--- src/rtl/abp_tx_scheduler.sv ---
// abp_tx_scheduler: sender side of the Alternating Bit Protocol.
// Holds the current sequence value/bit, offers it to the packet transmitter
// over valid/ready, waits for the matching ack (value+1, same bit) and
// retransmits on timeout until the retry budget is spent.
module abp_tx_scheduler #(
    parameter int VALUE_SIZE     = 4,
    parameter int TIMEOUT_CYCLES = 1024,
    parameter int MAX_RETRIES    = 8
) (
    input  logic                             aclk,
    input  logic                             reset,
    input  logic                             enable,
    output logic                             m_abp_valid,
    input  logic                             m_abp_ready,
    output logic [8*VALUE_SIZE-1:0]          m_abp_value,
    output logic                             m_abp_bit,
    input  logic                             tx_busy,
    input  logic                             s_ack_valid,
    input  logic [8*VALUE_SIZE-1:0]          s_ack_value,
    input  logic                             s_ack_bit,
    output logic                             busy,
    output logic [$clog2(MAX_RETRIES+1)-1:0] retry_count,
    output logic [31:0]                      acked_count,
    output logic                             stale_ack,
    output logic                             error_retry_exhausted
);

    localparam int VW = 8 * VALUE_SIZE;
    localparam int TW = $clog2(TIMEOUT_CYCLES);
    localparam int RW = $clog2(MAX_RETRIES + 1);

    localparam logic [TW-1:0] TIMER_LAST  = TW'(TIMEOUT_CYCLES - 1);
    localparam logic [RW-1:0] RETRY_LIMIT = RW'(MAX_RETRIES);

    localparam logic [1:0] S_IDLE   = 2'd0;
    localparam logic [1:0] S_ISSUE  = 2'd1;
    localparam logic [1:0] S_WAIT   = 2'd2;
    localparam logic [1:0] S_FAILED = 2'd3;

    logic [1:0]    state;
    logic [1:0]    state_nx;
    logic [TW-1:0] timer;

    logic handshake;
    logic ack_seen;
    logic ack_match;
    logic timeout;

    // m_abp_value/m_abp_bit are the sequence registers themselves, so the
    // offered hyperdata cannot move while valid is up.
    assign handshake = (state == S_ISSUE) && m_abp_valid && m_abp_ready;
    assign ack_seen  = (state == S_WAIT) && s_ack_valid;
    assign ack_match = ack_seen && (s_ack_bit == m_abp_bit) &&
                       (s_ack_value == m_abp_value + VW'(1));
    // Only cycles where the transmitter is idle count towards the timeout.
    assign timeout   = (state == S_WAIT) && !tx_busy && (timer == TIMER_LAST);

    // Next-state selection; a match beats a coincident timeout.
    always_comb begin
        state_nx = state;
        case (state)
            S_IDLE:   if (enable) state_nx = S_ISSUE;
            S_ISSUE:  if (handshake) state_nx = S_WAIT;
            S_WAIT: begin
                if (ack_match)
                    state_nx = enable ? S_ISSUE : S_IDLE;
                else if (timeout)
                    state_nx = (retry_count == RETRY_LIMIT) ? S_FAILED : S_ISSUE;
            end
            S_FAILED: state_nx = S_FAILED;
            default:  state_nx = S_IDLE;
        endcase
    end

    // State register and the status flags derived from the state being entered.
    always_ff @(posedge aclk) begin
        if (reset) begin
            state                 <= S_IDLE;
            busy                  <= 1'b0;
            error_retry_exhausted <= 1'b0;
            stale_ack             <= 1'b0;
        end else begin
            state                 <= state_nx;
            busy                  <= (state_nx == S_ISSUE) || (state_nx == S_WAIT);
            error_retry_exhausted <= (state_nx == S_FAILED);
            stale_ack             <= ack_seen && !ack_match;
        end
    end

    // Valid rises one cycle into ISSUE and drops on the handshake edge;
    // the ack timer runs only in WAIT_ACK and is cleared everywhere else.
    always_ff @(posedge aclk) begin
        if (reset) begin
            m_abp_valid <= 1'b0;
            timer       <= '0;
        end else begin
            m_abp_valid <= (state == S_ISSUE) && !handshake;
            if (state == S_WAIT) begin
                if (!tx_busy)
                    timer <= timer + TW'(1);
            end else begin
                timer <= '0;
            end
        end
    end

    // Sequence advance on a matched ack, retry accounting on timeout.
    always_ff @(posedge aclk) begin
        if (reset) begin
            m_abp_value <= '0;
            m_abp_bit   <= 1'b0;
            retry_count <= '0;
            acked_count <= '0;
        end else if (ack_match) begin
            m_abp_value <= s_ack_value;
            m_abp_bit   <= ~m_abp_bit;
            retry_count <= '0;
            acked_count <= acked_count + 32'd1;
        end else if (timeout && (retry_count != RETRY_LIMIT)) begin
            retry_count <= retry_count + RW'(1);
        end
    end

endmodule

--- config.mk ---
export PLATFORM = sky130hd
export DESIGN_NAME = abp_tx_scheduler
export DESIGN_NICKNAME = d
export VERILOG_FILES = /design/src/rtl/abp_tx_scheduler.sv
export SDC_FILE = /design/constraint.sdc
export NUM_CORES = 1
export LEC_CHECK = 0
export CAP_MARGIN = 20
export CORE_MARGIN = 1
export CORE_UTILIZATION = 40
export CTS_BUF_LIST = sky130_fd_sc_hd__clkbuf_8
export CTS_CLUSTER_DIAMETER = 200
export DETAILED_ROUTE_END_ITERATION = 8
export PLACE_DENSITY = 0.66
export SETUP_SLACK_MARGIN = 0.15
export SLEW_MARGIN = 20
export SYNTH_ARGS = -nofsm -noshare
export SYNTH_HDL_FRONTEND = slang
export SYNTH_SLANG_ARGS = --single-unit
--- constraint.sdc ---
create_clock -name aclk -period 4.4 [get_ports aclk]
set_input_delay 0.88 -clock aclk [delete_from_list [all_inputs] [get_ports aclk]]
set_output_delay 0.88 -clock aclk [all_outputs]
set_load 0.005 [all_outputs]
==> flow_metrics.tcl <==
set metrics [dict create \
    status "finished clean" \
    ioPinCount 112 \
    maxSlewViolCount 0 \
    synthFlopType "dfxtp_1" \
    cts_buffer_depth 2 \
    grt_pass1_vias 4652 \
    grt_max_degree 47 \
    wl_met1_um 6100 \
    place_hpwl_um 10100 \
    grt_usage_pct 21.2 \
    critical_path.max_stage_delay_ns 0.68 \
    maxSlewHeadroom_pct 38.0 \
    required_ns 4.67 \
    cap_violations 0 \
    diodes 0 \
    syn_area_um2 5110 \
    drtAntennaViolNets 0 \
    drive_above_1_share_pct 4.96 \
    clkSlewWorstSetupHoldPaths_ns 0.09 \
    overflow 0 \
    drc 0 \
    fin_worst_skew_ns 0.00968 \
    yosys_warnings 0 \
    coreArea_um2 12200 \
    cts_resized 0 \
    cp_max_fo 13 \
    period_needed_ns 3.97 \
    rsz0062_at_grt "false" \
    antenna_found_initial 0 \
    dieWidth_um 115 \
    clock_sinks 85 \
    gp_congestion 0.873 \
    drt-total-wl_um 13500 \
    worstSetupEndpointType "flop" \
    crit_type "in -> reg" \
    tns_ns 0 \
    synth-edff-count 0 \
    io_buffers 111 \
    drt-initial-drc-count 217 \
    placementRows 40 \
    ys_ff_latch 85 \
    synth_common_cells "dfxtp_1, nor2_1, nand2_1" \
    clkLatencyLatePin_ns 0.38 \
    worst_path_max_delay_cell "or4b_1" \
    top_layer "met4" \
    post_cts_buffers 0 \
    async_flop_share_pct 0 \
    syn_inst 611 \
    cts_buffers 9 \
    holdWs_ns 0.485 \
    synth.most_common_cell "dfxtp_1" \
    viasPerCell 5.47 \
    fmax_mhz 252 \
    synth_area_leaders "dfxtp_1, mux2i_1, nor2_1" \
    die_y_um 115 \
    vias 4783 \
    synth_top_area_share_pct 33.3 \
    areaGrowthSynthToFinish_pct 27.9 \
    leakage_nw 2.42 \
    synth_area_per_cell_um2 8.36 \
    synth_top_area_cell "dfxtp_1" \
    cts_tree "done" \
    wire_per_inst_um 15.5 \
    synth.distinct_cells 58 \
    period_share_pct 90.1 \
    postCtsHoldBufs 0 \
    cts_max_level 3 \
    ys_seq_area_share_pct 33.3 \
    firstDrtPassIters 5 \
    initial_utilization_pct 41.8 \
    peakVddDrop_mv 0.135 \
    cp_cell_sequence "clkdlybuf4s50_1 > xor2_1 > xnor2_1 > or4_1 > a2111oi_0 > and4_1 > or4b_1 > nor4_1 > mux2_1" \
    die-area_um2 13200 \
    met2_wirelength_um 6510 \
    cp_data_arrival_time_ns 4.23 \
    hold_violations 0 \
    grt_pass1_wl_um 22200 \
    hp-class "reg -> reg" \
    wl_met3_um 592 \
    cts_root_buffer "clkbuf_8" \
    powerDensity_nw_per_um2 237 \
    setup_viol 0 \
    tightestPinTransition_ns 0.918 \
    synth_fp_nets 656 \
    fin_nets 746 \
    cp-start-kind "primary input" \
]
[stage by stage]
step | cells | instance area [um^2] | util (%) | power [mW] | setup slack (ns)
after floorplan | 611 | 5110 | - | 0.847 | 0.790
after global placement | 858 | 6300 | 51.6 | 0.906 | 0.180
after detailed placement | 858 | 6300 | 51.6 | 0.908 | 0.0492
after CTS | 874 | 6530 | 53.5 | 1.56 | 0.430
after global routing | 874 | 6530 | 53.5 | 1.60 | 0.258
final | 874 | 6530 | 53.5 | 1.55 | 0.434
[report_power, final]
part / internal (mW) / switching (mW)
combinational: 0.0599 / 0.0569
sequential: 0.771 / 0.00188
clock: 0.339 / 0.318
[critical path, delay by kind of cell]
family	cells	cell delay, ns
AOI/OAI and AO/OA	1	0.37
xor gates and xnor gates	2	0.28
buffers and inverters	1	0.50
muxes	1	0.35
and+or+nand+nor	4	1.86
[cell usage in the layout (no fill, tap or decap), drive strengths merged, types with 3 or more instances in the layout]
cell type / n
o31ai: 17
and3: 12
nand3: 29
clkbuf: 10
and2: 5
nor3: 23
nand2: 40
nand2b: 5
xor2: 19
nand4: 23
nand4b: 4
a21oi: 29
nor2b: 22
or2: 4
mux2i: 37
buf: 5
nor2: 74
dfxtp: 85
or3: 7
o21ai: 10
clkdlybuf4s50: 110
xnor2: 30
mux2: 15
nor4b: 4
and4: 9
inv: 14
nor4: 11
ha: 6
or4: 17
a2111oi: 3
[cell families (layout without fill, tap and decap cells)]
logic type | after synthesis | after routing | share of synthesized area [%]
AOI/OAI and AO/OA | 75 | 75 | 9.36
xor gates and xnor gates | 49 | 49 | 8.40
adders and majority gates | 6 | 6 | 1.47
buffers and inverters | 48 | 143 | 4.12
DFF | 85 | 85 | 33.3
muxes | 52 | 52 | 10.6
and+or+nand+nor | 296 | 296 | 32.8
[path summary, 6_finish.rpt]
check | startpoint | endpoint | slack, ns | cells past startpoint
worst max register to register | m_abp_value[0] | acked_count[13] | 0.59 | 9
worst max-delay path | s_ack_value[3] | acked_count[13] | 0.43 | 9
worst min register to register | state[0] | m_abp_valid | 0.48 | 2
worst min-delay path | state[0] | m_abp_valid | 0.48 | 2
[state kept, by name, summed over array words and instances (netlist names)]
signal and flops:
m_abp_value 32, state 2, stale_ack 1, retry_count 4, acked_count 32, timer 10, m_abp_valid 1, m_abp_bit 1
error_retry_exhausted 1, busy 1
[cell type report]
class | instances | area, um^2
repair buffers | 115 | 1150
clock inverters | 6 | 92.6
multi-input cells | 478 | 3190
clock buffers | 10 | 138
fillers | 1182 | 5680
inverters | 12 | 45.0
well taps | 168 | 210
flip-flops and latches | 85 | 1700
[per-layer routing]
layer | GRT usage (%) | vias up
met2 | 35.5 | 129
li1 | - | 2389
met1 | 26.5 | 2238
met4 | 9.96 | 0
met3 | 3.69 | 27
met5 | 0 | -
Power figures use the tool's default switching activity.
